$ cat src/rtl/sd_data_receive_pkg.sv
// Shared definitions for the SD DAT-line receive path.
// Holds the receiver state encoding, the CRC16 constants and a
// single-bit CRC16 update helper. The per-lane CRC and the top
// receiver both use them.
package sd_data_receive_pkg;

    typedef enum logic [2:0] {
        ST_IDLE,
        ST_WAIT_START,
        ST_DATA,
        ST_CRC,
        ST_END
    } rx_state_e;

    localparam logic [15:0] SD_CRC16_POLY = 16'h1021;
    localparam int          SD_CRC_LEN    = 16;

    // One CCITT step. The incoming bit is XORed with the current MSB
    // to form the feedback term.
    function automatic logic [15:0] crc16_step(input logic [15:0] crc, input logic bit_in);
        logic fb;
        fb = crc[15] ^ bit_in;
        return {crc[14:0], 1'b0} ^ (fb ? SD_CRC16_POLY : 16'h0000);
    endfunction

endpackage

$ cat src/rtl/sd_data_receive_if.sv
// Host-side bundle of the SD data receiver: the transfer request and
// configuration, the received byte stream and the transfer status.
//   master : host/FSM side (drives start and configuration)
//   slave  : receiver side (drives data and status)
interface sd_data_receive_if #(
    parameter int BLK_LEN_W = 10
);
    logic                 start;
    logic                 wide_bus;
    logic [BLK_LEN_W-1:0] block_len;
    logic [15:0]          block_count;
    logic [7:0]           data_out;
    logic                 data_valid;
    logic                 block_done;
    logic                 done;
    logic                 busy;
    logic                 crc_err;
    logic                 frame_err;
    logic                 timeout_err;
    logic [15:0]          blocks_rcvd;

    modport master (
        output start, wide_bus, block_len, block_count,
        input  data_out, data_valid, block_done, done, busy,
               crc_err, frame_err, timeout_err, blocks_rcvd
    );

    modport slave (
        input  start, wide_bus, block_len, block_count,
        output data_out, data_valid, block_done, done, busy,
               crc_err, frame_err, timeout_err, blocks_rcvd
    );
endinterface

$ cat src/rtl/sd_crc16_lane.sv
// Serial CRC16 (CCITT, init 0) for one DAT lane.
// Ports: clk, reset (sync, active high), clear (zero the CRC),
// enable (absorb bit_in this cycle), bit_in, crc (current remainder).
module sd_crc16_lane
    import sd_data_receive_pkg::*;
(
    input  logic                  clk,
    input  logic                  reset,
    input  logic                  clear,
    input  logic                  enable,
    input  logic                  bit_in,
    output logic [SD_CRC_LEN-1:0] crc
);

    always_ff @(posedge clk) begin
        if (reset || clear) begin
            crc <= '0;
        end else if (enable) begin
            crc <= crc16_step(crc, bit_in);
        end
    end

endmodule

$ cat src/rtl/sd_data_receive.sv
// SD DAT-line block receiver, 1-bit or 4-bit bus, on ex_clk only.
// Ports: ex_clk, reset (sync, active high), sd_clk_rise (card clock
// strobe; the only cycles on which DAT is sampled), sd_dat_pin (DAT
// lanes), host (sd_data_receive_if.slave: start/config in, byte
// stream and status out).
//
// state         | meaning
// --------------+-------------------------------------------------
// ST_IDLE       | waiting for start
// ST_WAIT_START | looking for the start bit, timeout running
// ST_DATA       | shifting in block_len bytes, lane CRCs running
// ST_CRC        | comparing 16 received CRC bits per used lane
// ST_END        | checking the end bit, block/transfer completion
module sd_data_receive
    import sd_data_receive_pkg::*;
#(
    parameter int MAX_DAT_WIDTH   = 4,
    parameter int MAX_BLOCK_BYTES = 512,
    parameter int TIMEOUT_CLKS    = 65535,
    parameter int BLK_LEN_W       = 10
) (
    input  logic                     ex_clk,
    input  logic                     reset,
    input  logic                     sd_clk_rise,
    input  logic [MAX_DAT_WIDTH-1:0] sd_dat_pin,
    sd_data_receive_if.slave         host
);

    localparam int TMO_W = $clog2(TIMEOUT_CLKS + 1);

    rx_state_e            state_q, state_d;
    logic                 wide_q, wide_d;
    logic [BLK_LEN_W-1:0] len_q, len_d, byte_q, byte_d;
    logic [15:0]          count_q, count_d, blocks_q, blocks_d;
    logic [TMO_W-1:0]     tmo_q, tmo_d;
    logic [3:0]           bit_q, bit_d;
    logic [7:0]           shift_q, shift_d, data_out_q, data_out_d;
    logic                 data_valid_q, data_valid_d, block_done_q, block_done_d;
    logic                 done_q, done_d, busy_q, busy_d;
    logic                 crc_err_q, crc_err_d, frame_err_q, frame_err_d;
    logic                 timeout_err_q, timeout_err_d;

    logic                  crc_clr, crc_en, start_bit, crc_miss, end_bad;
    logic [3:0]            dat4, used, crc_idx;
    logic [SD_CRC_LEN-1:0] lane_crc [MAX_DAT_WIDTH];

    // Pad to four lanes so the datapath is the same for both builds;
    // in 1-bit mode only lane 0 is ever marked used.
    assign dat4      = 4'(sd_dat_pin);
    assign used      = wide_q ? 4'hF : 4'h1;
    assign start_bit = wide_q ? (dat4 == 4'b0000) : !dat4[0];
    assign crc_idx   = ~bit_q;  // 15 - bit_q: CRC arrives MSB first

    for (genvar g = 0; g < MAX_DAT_WIDTH; g++) begin : g_lane
        sd_crc16_lane u_crc (
            .clk    (ex_clk),
            .reset  (reset),
            .clear  (crc_clr),
            .enable (crc_en && used[g]),
            .bit_in (dat4[g]),
            .crc    (lane_crc[g])
        );
    end

    always_comb begin
        crc_miss = 1'b0;
        end_bad  = 1'b0;
        for (int i = 0; i < MAX_DAT_WIDTH; i++) begin
            if (used[i] && (dat4[i] != lane_crc[i][crc_idx])) crc_miss = 1'b1;
            if (used[i] && !dat4[i]) end_bad = 1'b1;
        end
    end

    always_ff @(posedge ex_clk) begin
        if (reset) begin
            state_q       <= ST_IDLE;
            wide_q        <= 1'b0;
            len_q         <= '0;
            count_q       <= '0;
            tmo_q         <= '0;
            byte_q        <= '0;
            bit_q         <= '0;
            shift_q       <= '0;
            data_out_q    <= '0;
            data_valid_q  <= 1'b0;
            block_done_q  <= 1'b0;
            done_q        <= 1'b0;
            busy_q        <= 1'b0;
            crc_err_q     <= 1'b0;
            frame_err_q   <= 1'b0;
            timeout_err_q <= 1'b0;
            blocks_q      <= '0;
        end else begin
            state_q       <= state_d;
            wide_q        <= wide_d;
            len_q         <= len_d;
            count_q       <= count_d;
            tmo_q         <= tmo_d;
            byte_q        <= byte_d;
            bit_q         <= bit_d;
            shift_q       <= shift_d;
            data_out_q    <= data_out_d;
            data_valid_q  <= data_valid_d;
            block_done_q  <= block_done_d;
            done_q        <= done_d;
            busy_q        <= busy_d;
            crc_err_q     <= crc_err_d;
            frame_err_q   <= frame_err_d;
            timeout_err_q <= timeout_err_d;
            blocks_q      <= blocks_d;
        end
    end

    always_comb begin
        state_d       = state_q;
        wide_d        = wide_q;
        len_d         = len_q;
        count_d       = count_q;
        tmo_d         = tmo_q;
        byte_d        = byte_q;
        bit_d         = bit_q;
        shift_d       = shift_q;
        data_out_d    = data_out_q;
        data_valid_d  = 1'b0;
        block_done_d  = 1'b0;
        done_d        = 1'b0;
        busy_d        = busy_q;
        crc_err_d     = crc_err_q;
        frame_err_d   = frame_err_q;
        timeout_err_d = timeout_err_q;
        blocks_d      = blocks_q;
        crc_clr       = 1'b0;
        crc_en        = 1'b0;

        case (state_q)
            ST_IDLE: begin
                // done_q marks the cycle a transfer just ended; a start
                // landing there is dropped.
                if (host.start && !done_q) begin
                    wide_d        = host.wide_bus && (MAX_DAT_WIDTH == 4);
                    len_d         = (host.block_len == '0) ? BLK_LEN_W'(MAX_BLOCK_BYTES)
                                                           : host.block_len;
                    count_d       = (host.block_count == 16'd0) ? 16'd1 : host.block_count;
                    crc_err_d     = 1'b0;
                    frame_err_d   = 1'b0;
                    timeout_err_d = 1'b0;
                    blocks_d      = '0;
                    tmo_d         = '0;
                    busy_d        = 1'b1;
                    state_d       = ST_WAIT_START;
                end
            end
            ST_WAIT_START: begin
                if (sd_clk_rise) begin
                    if (start_bit) begin
                        crc_clr = 1'b1;
                        bit_d   = '0;
                        byte_d  = '0;
                        state_d = ST_DATA;
                    end else if (tmo_q == TMO_W'(TIMEOUT_CLKS - 1)) begin
                        timeout_err_d = 1'b1;
                        done_d        = 1'b1;
                        busy_d        = 1'b0;
                        state_d       = ST_IDLE;
                    end else begin
                        tmo_d = tmo_q + TMO_W'(1);
                    end
                end
            end
            ST_DATA: begin
                if (sd_clk_rise) begin
                    crc_en  = 1'b1;
                    shift_d = wide_q ? {shift_q[3:0], dat4} : {shift_q[6:0], dat4[0]};
                    bit_d   = bit_q + 4'd1;
                    if (bit_q == (wide_q ? 4'd1 : 4'd7)) begin
                        bit_d        = '0;
                        data_out_d   = shift_d;
                        data_valid_d = 1'b1;
                        byte_d       = byte_q + BLK_LEN_W'(1);
                        if (byte_q == len_q - BLK_LEN_W'(1)) state_d = ST_CRC;
                    end
                end
            end
            ST_CRC: begin
                if (sd_clk_rise) begin
                    if (crc_miss) crc_err_d = 1'b1;
                    bit_d = bit_q + 4'd1;
                    if (bit_q == 4'(SD_CRC_LEN - 1)) state_d = ST_END;
                end
            end
            ST_END: begin
                if (sd_clk_rise) begin
                    if (end_bad) frame_err_d = 1'b1;
                    if (end_bad || crc_err_q) begin
                        done_d  = 1'b1;
                        busy_d  = 1'b0;
                        state_d = ST_IDLE;
                    end else begin
                        block_done_d = 1'b1;
                        blocks_d     = blocks_q + 16'd1;
                        if (blocks_d == count_q) begin
                            done_d  = 1'b1;
                            busy_d  = 1'b0;
                            state_d = ST_IDLE;
                        end else begin
                            tmo_d   = '0;
                            state_d = ST_WAIT_START;
                        end
                    end
                end
            end
            default: state_d = ST_IDLE;
        endcase
    end

    assign host.data_out    = data_out_q;
    assign host.data_valid  = data_valid_q;
    assign host.block_done  = block_done_q;
    assign host.done        = done_q;
    assign host.busy        = busy_q;
    assign host.crc_err     = crc_err_q;
    assign host.frame_err   = frame_err_q;
    assign host.timeout_err = timeout_err_q;
    assign host.blocks_rcvd = blocks_q;

endmodule

$ cat src/flat_wrapper.sv
// flat-port wrapper written by rule: the top's interface ports become plain ports
module sd_data_receive_flat import sd_data_receive_pkg::*;
#(
    parameter int MAX_DAT_WIDTH   = 4,
    parameter int MAX_BLOCK_BYTES = 512,
    parameter int TIMEOUT_CLKS    = 65535,
    parameter int BLK_LEN_W       = 10
)
  (ex_clk, reset, sd_clk_rise, sd_dat_pin, host_start, host_wide_bus, host_block_len, host_block_count, host_data_out, host_data_valid, host_block_done, host_done, host_busy, host_crc_err, host_frame_err, host_timeout_err, host_blocks_rcvd);
  sd_data_receive_if #(.BLK_LEN_W(BLK_LEN_W)) host_i ();
  input  logic ex_clk;
  input  logic reset;
  input  logic sd_clk_rise;
  input  logic [MAX_DAT_WIDTH-1:0] sd_dat_pin;
  input wire logic [$bits(host_i.start)-1:0] host_start;
  input wire logic [$bits(host_i.wide_bus)-1:0] host_wide_bus;
  input wire logic [$bits(host_i.block_len)-1:0] host_block_len;
  input wire logic [$bits(host_i.block_count)-1:0] host_block_count;
  output wire logic [$bits(host_i.data_out)-1:0] host_data_out;
  output wire logic [$bits(host_i.data_valid)-1:0] host_data_valid;
  output wire logic [$bits(host_i.block_done)-1:0] host_block_done;
  output wire logic [$bits(host_i.done)-1:0] host_done;
  output wire logic [$bits(host_i.busy)-1:0] host_busy;
  output wire logic [$bits(host_i.crc_err)-1:0] host_crc_err;
  output wire logic [$bits(host_i.frame_err)-1:0] host_frame_err;
  output wire logic [$bits(host_i.timeout_err)-1:0] host_timeout_err;
  output wire logic [$bits(host_i.blocks_rcvd)-1:0] host_blocks_rcvd;
  assign host_i.start = host_start;
  assign host_i.wide_bus = host_wide_bus;
  assign host_i.block_len = host_block_len;
  assign host_i.block_count = host_block_count;
  assign host_data_out = host_i.data_out;
  assign host_data_valid = host_i.data_valid;
  assign host_block_done = host_i.block_done;
  assign host_done = host_i.done;
  assign host_busy = host_i.busy;
  assign host_crc_err = host_i.crc_err;
  assign host_frame_err = host_i.frame_err;
  assign host_timeout_err = host_i.timeout_err;
  assign host_blocks_rcvd = host_i.blocks_rcvd;
  sd_data_receive #(.MAX_DAT_WIDTH(MAX_DAT_WIDTH), .MAX_BLOCK_BYTES(MAX_BLOCK_BYTES), .TIMEOUT_CLKS(TIMEOUT_CLKS), .BLK_LEN_W(BLK_LEN_W)) u_core (.ex_clk(ex_clk), .reset(reset), .sd_clk_rise(sd_clk_rise), .sd_dat_pin(sd_dat_pin), .host(host_i));
endmodule
$ cat config.mk
export PLATFORM = sky130hd
export DESIGN_NAME = sd_data_receive_flat
export DESIGN_NICKNAME = d
export VERILOG_FILES = /design/src/rtl/sd_data_receive_pkg.sv /design/src/rtl/sd_data_receive_if.sv /design/src/rtl/sd_crc16_lane.sv /design/src/rtl/sd_data_receive.sv /design/src/flat_wrapper.sv
export SDC_FILE = /design/constraint.sdc
export NUM_CORES = 1
export LEC_CHECK = 0
export BUFFER_PORTS_ARGS = -buffer_cell sky130_fd_sc_hd__buf_2
export CAP_MARGIN = 20
export CORE_MARGIN = 3
export CORE_UTILIZATION = 32
export DETAILED_ROUTE_END_ITERATION = 7
export PLACE_DENSITY = 0.49
export SKIP_CTS_REPAIR_TIMING = 1
export SLEW_MARGIN = 20
export SYNTH_ARGS = -nofsm -noshare
export SYNTH_HDL_FRONTEND = slang
export SYNTH_SLANG_ARGS = --single-unit
$ cat constraint.sdc
create_clock -name ex_clk -period 2.42 [get_ports ex_clk]
set_input_delay 0.363 -clock ex_clk [delete_from_list [all_inputs] [get_ports ex_clk]]
set_output_delay 0.363 -clock ex_clk [all_outputs]
set_load 0.005 [all_outputs]
==> results.sh <==
export IMPL_fill_cells=2505
export IMPL_critPathKind="flop to flop"
export IMPL_cts_reportedPaths_clkPinSlew_ns=0.06
export IMPL_met2_usage_pct=26.1
export IMPL_drt_vias_per_instance=5.09
export IMPL_gp_congestion=0.828
export IMPL_clockBufferDepth=2
export IMPL_worstSetupStartpointType="flop"
export IMPL_grt_start_max_net_pins=78
export IMPL_fp_dieW_um=165
export IMPL_synth_edf_count=0
export IMPL_hp_class="primary input to flop"
export IMPL_max_stage_delay_ns=0.39
export IMPL_critPathBufInv=1
export IMPL_synthTopCellsByCount="nand2_1, dfxtp_1, a21oi_1"
export IMPL_worst_slack_ns=0.0323
export IMPL_post_synth_cell_area_avg_um2=8.41
export IMPL_period_needed_ns=2.39
export IMPL_die_h_um=165
export IMPL_finClkSkew_ns=0.00985
export IMPL_syn_area_mm2=0.00806
export IMPL_rows=57
export IMPL_pre_cts_ws_ns=-0.226
export IMPL_drcViolationCount=0
export IMPL_synth_most_common_cell="nand2_1"
export IMPL_root_buffer="clkbuf_16"
export IMPL_grt_pass1_wl_um=36000
export IMPL_drt_wl_total_um=22400
export IMPL_antenna_cells=0
export IMPL_busiest_layer="met2"
export IMPL_maxCapViolCount=0
export IMPL_fin_util_pct=41.5
export IMPL_drive_gt1_share_pct=23.0
export IMPL_drtIter0Drc=486
export IMPL_path_cells="ha_4, nand4_4, or3_4, a211oi_2, o2111ai_2, nor4_4, buf_4, nor2_4, a311oi_1"
export IMPL_grt_setup_unrepaired="true"
export IMPL_status="complete, no violations"
export IMPL_cts_tree="yes"
export IMPL_use_met3_pct=3.29
export IMPL_hold_violations=0
export IMPL_grt_total_usage_pct=16.6
export IMPL_area_growth_pct=26.3
export IMPL_routedWlPerCell_um=16.0
export IMPL_power_density_mw_per_mm2=724
export IMPL_crit_fanout=7
export IMPL_dp_hpwl_um=15500
export IMPL_synth_main_ff_cell="dfxtp_1"
export IMPL_ys_seq_elements=162
export IMPL_grt_pass1_vias=6790
export IMPL_antenna_found_initial=0
export IMPL_syn_nets=1000
export IMPL_dieArea_mm2=0.0271
export IMPL_synthTopCellsByArea="dfxtp_1, nand2_1, a21oi_1"
export IMPL_drt_pass1_iterations=5
export IMPL_synth_top_area_share_pct=40.2
export IMPL_ant_nets=0
export IMPL_power_leakage_nw=3.62
export IMPL_r2r_cells=9
export IMPL_required_ns=2.75
export IMPL_syn_inst=959
export IMPL_hold_path_depth=2
export IMPL_vias=7161
export IMPL_slew_headroom_pct=33.1
export IMPL_critPathTopFamily="simple AND/OR/NAND/NOR gates"
export IMPL_nets=1110
export IMPL_clk_latency_ns=0.43
export IMPL_tns_ns=0
export IMPL_pin_count=66
export IMPL_slew_violations=0
export IMPL_synthArstFlopShare_pct=0
export IMPL_overflow=0
export IMPL_worstPathArrival_ns=2.72
export IMPL_cp_depth=9
export IMPL_cpMaxStageDelayCell="or3_4"
export IMPL_port_buffers=65
export IMPL_met1_usage_pct=23.4
export IMPL_fp_coreArea_mm2=0.0245
export IMPL_ys_warn_count=0
export IMPL_synth_cell_types=69
export IMPL_place_inst=1369
export IMPL_finalSetupViolations=0
export IMPL_fmax_ghz=0.419
export IMPL_htree_levels=4
export IMPL_critPathCaptureType="flop"
export IMPL_tightest_slew_ns=1.00
export IMPL_vdd_drop_max_v=0.000377
export IMPL_floorplan_initialDensity_pct=32.9
export IMPL_instances_no_fill=1406
export IMPL_fin_crit_sh_pct=98.7
export IMPL_cts_sinks=162
export IMPL_yosysSeqAreaShare_pct=40.2
export IMPL_numCtsBuffers=17
export IMPL_synth_top_cell_by_area="dfxtp_1"
## power breakdown
part	leakage, nW	internal, W	switching (W)
clock network	0.314	0.00190	0.00116
registers	1.31	0.00277	0.000104
logic	1.99	0.000609	0.000826
total	3.62	0.00528	0.00209
## cells by family after synthesis
family	share of synthesized area (%)
AND/OR/NAND/NOR	23.1
AO/OA/AOI/OAI	18.4
flip-flops	40.2
buffers and inverters	3.85
XOR/XNOR	6.47
multiplexers	7.08
adder cells (fa/ha/maj)	0.931
## sequential cells by signal (all words and copies together), names as in the netlist, 3 cells and up
name	cells
u_core.bit_q	4
u_core.byte_q	10
u_core.count_q	16
u_core.g_lane.u_crc.crc	64
u_core.host.blocks_rcvd	16
u_core.host.data_out	8
u_core.len_q	10
u_core.shift_q	7
u_core.state_q	3
u_core.tmo_q	16
## placed cells by master (no fill, tap or decap), types with 10 or more instances in the layout
cell	netlist	layout
buf_4	0	79
xnor2_1	37	36
nand2b_1	13	12
dfxtp_1	162	156
nor2_1	79	78
nand3_1	21	21
inv_1	16	16
a22o_1	15	15
a21oi_1	100	100
mux2i_1	12	12
o21ai_0	30	25
xor2_1	20	20
nand2_1	176	176
buf_2	6	66
nor4_1	12	10
a211oi_1	22	18
clkbuf_16	0	18
mux4_2	20	20
nor3_1	19	17
## cell type report
class / instances / area [µm²] / share of cell area [%]
inverters: 16 / 60.1 / 0.590
multi-input cells: 717 / 4690 / 46.1
clock inverters: 11 / 200 / 1.97
well taps: 324 / 405 / 3.98
flip-flops and latches: 162 / 3260 / 32.0
clock buffers: 21 / 460 / 4.52
repair buffers: 155 / 1100 / 10.8
## metal layers
metal  vias to the layer above  share of wire (%)
met3                        19                4.1
met4                         0                1.1
li1                       3648                  -
met2                       125                 46
met5                         -                  0
met1                      3369                 49
## through the flow
| step | area, µm² | power (W) | hold WS [ns] |
|---|---|---|---|
| final | 10200 | 0.00737 | 0.158 |
| after global routing | 10200 | 0.00771 | 0.150 |
| after CTS | 9940 | 0.00735 | 0.145 |
| after detailed placement | 9280 | 0.00427 | 0.456 |
| after global placement | 9280 | 0.00427 | 0.450 |
| after floorplan | 8080 | 0.00376 | 0.442 |
## final timing paths
kind	start	to	slack, ns
worst max-delay path	u_core.host.blocks_rcvd[0]	u_core.tmo_q[15]	0.03
worst min-delay path	host_block_count[5]	u_core.count_q[5]	0.16
worst max register to register	u_core.host.blocks_rcvd[0]	u_core.tmo_q[15]	0.03
worst min register to register	u_core.g_lane[1].u_crc.crc[2]	u_core.g_lane[1].u_crc.crc[3]	0.46
Power figures use the tool's default switching activity.
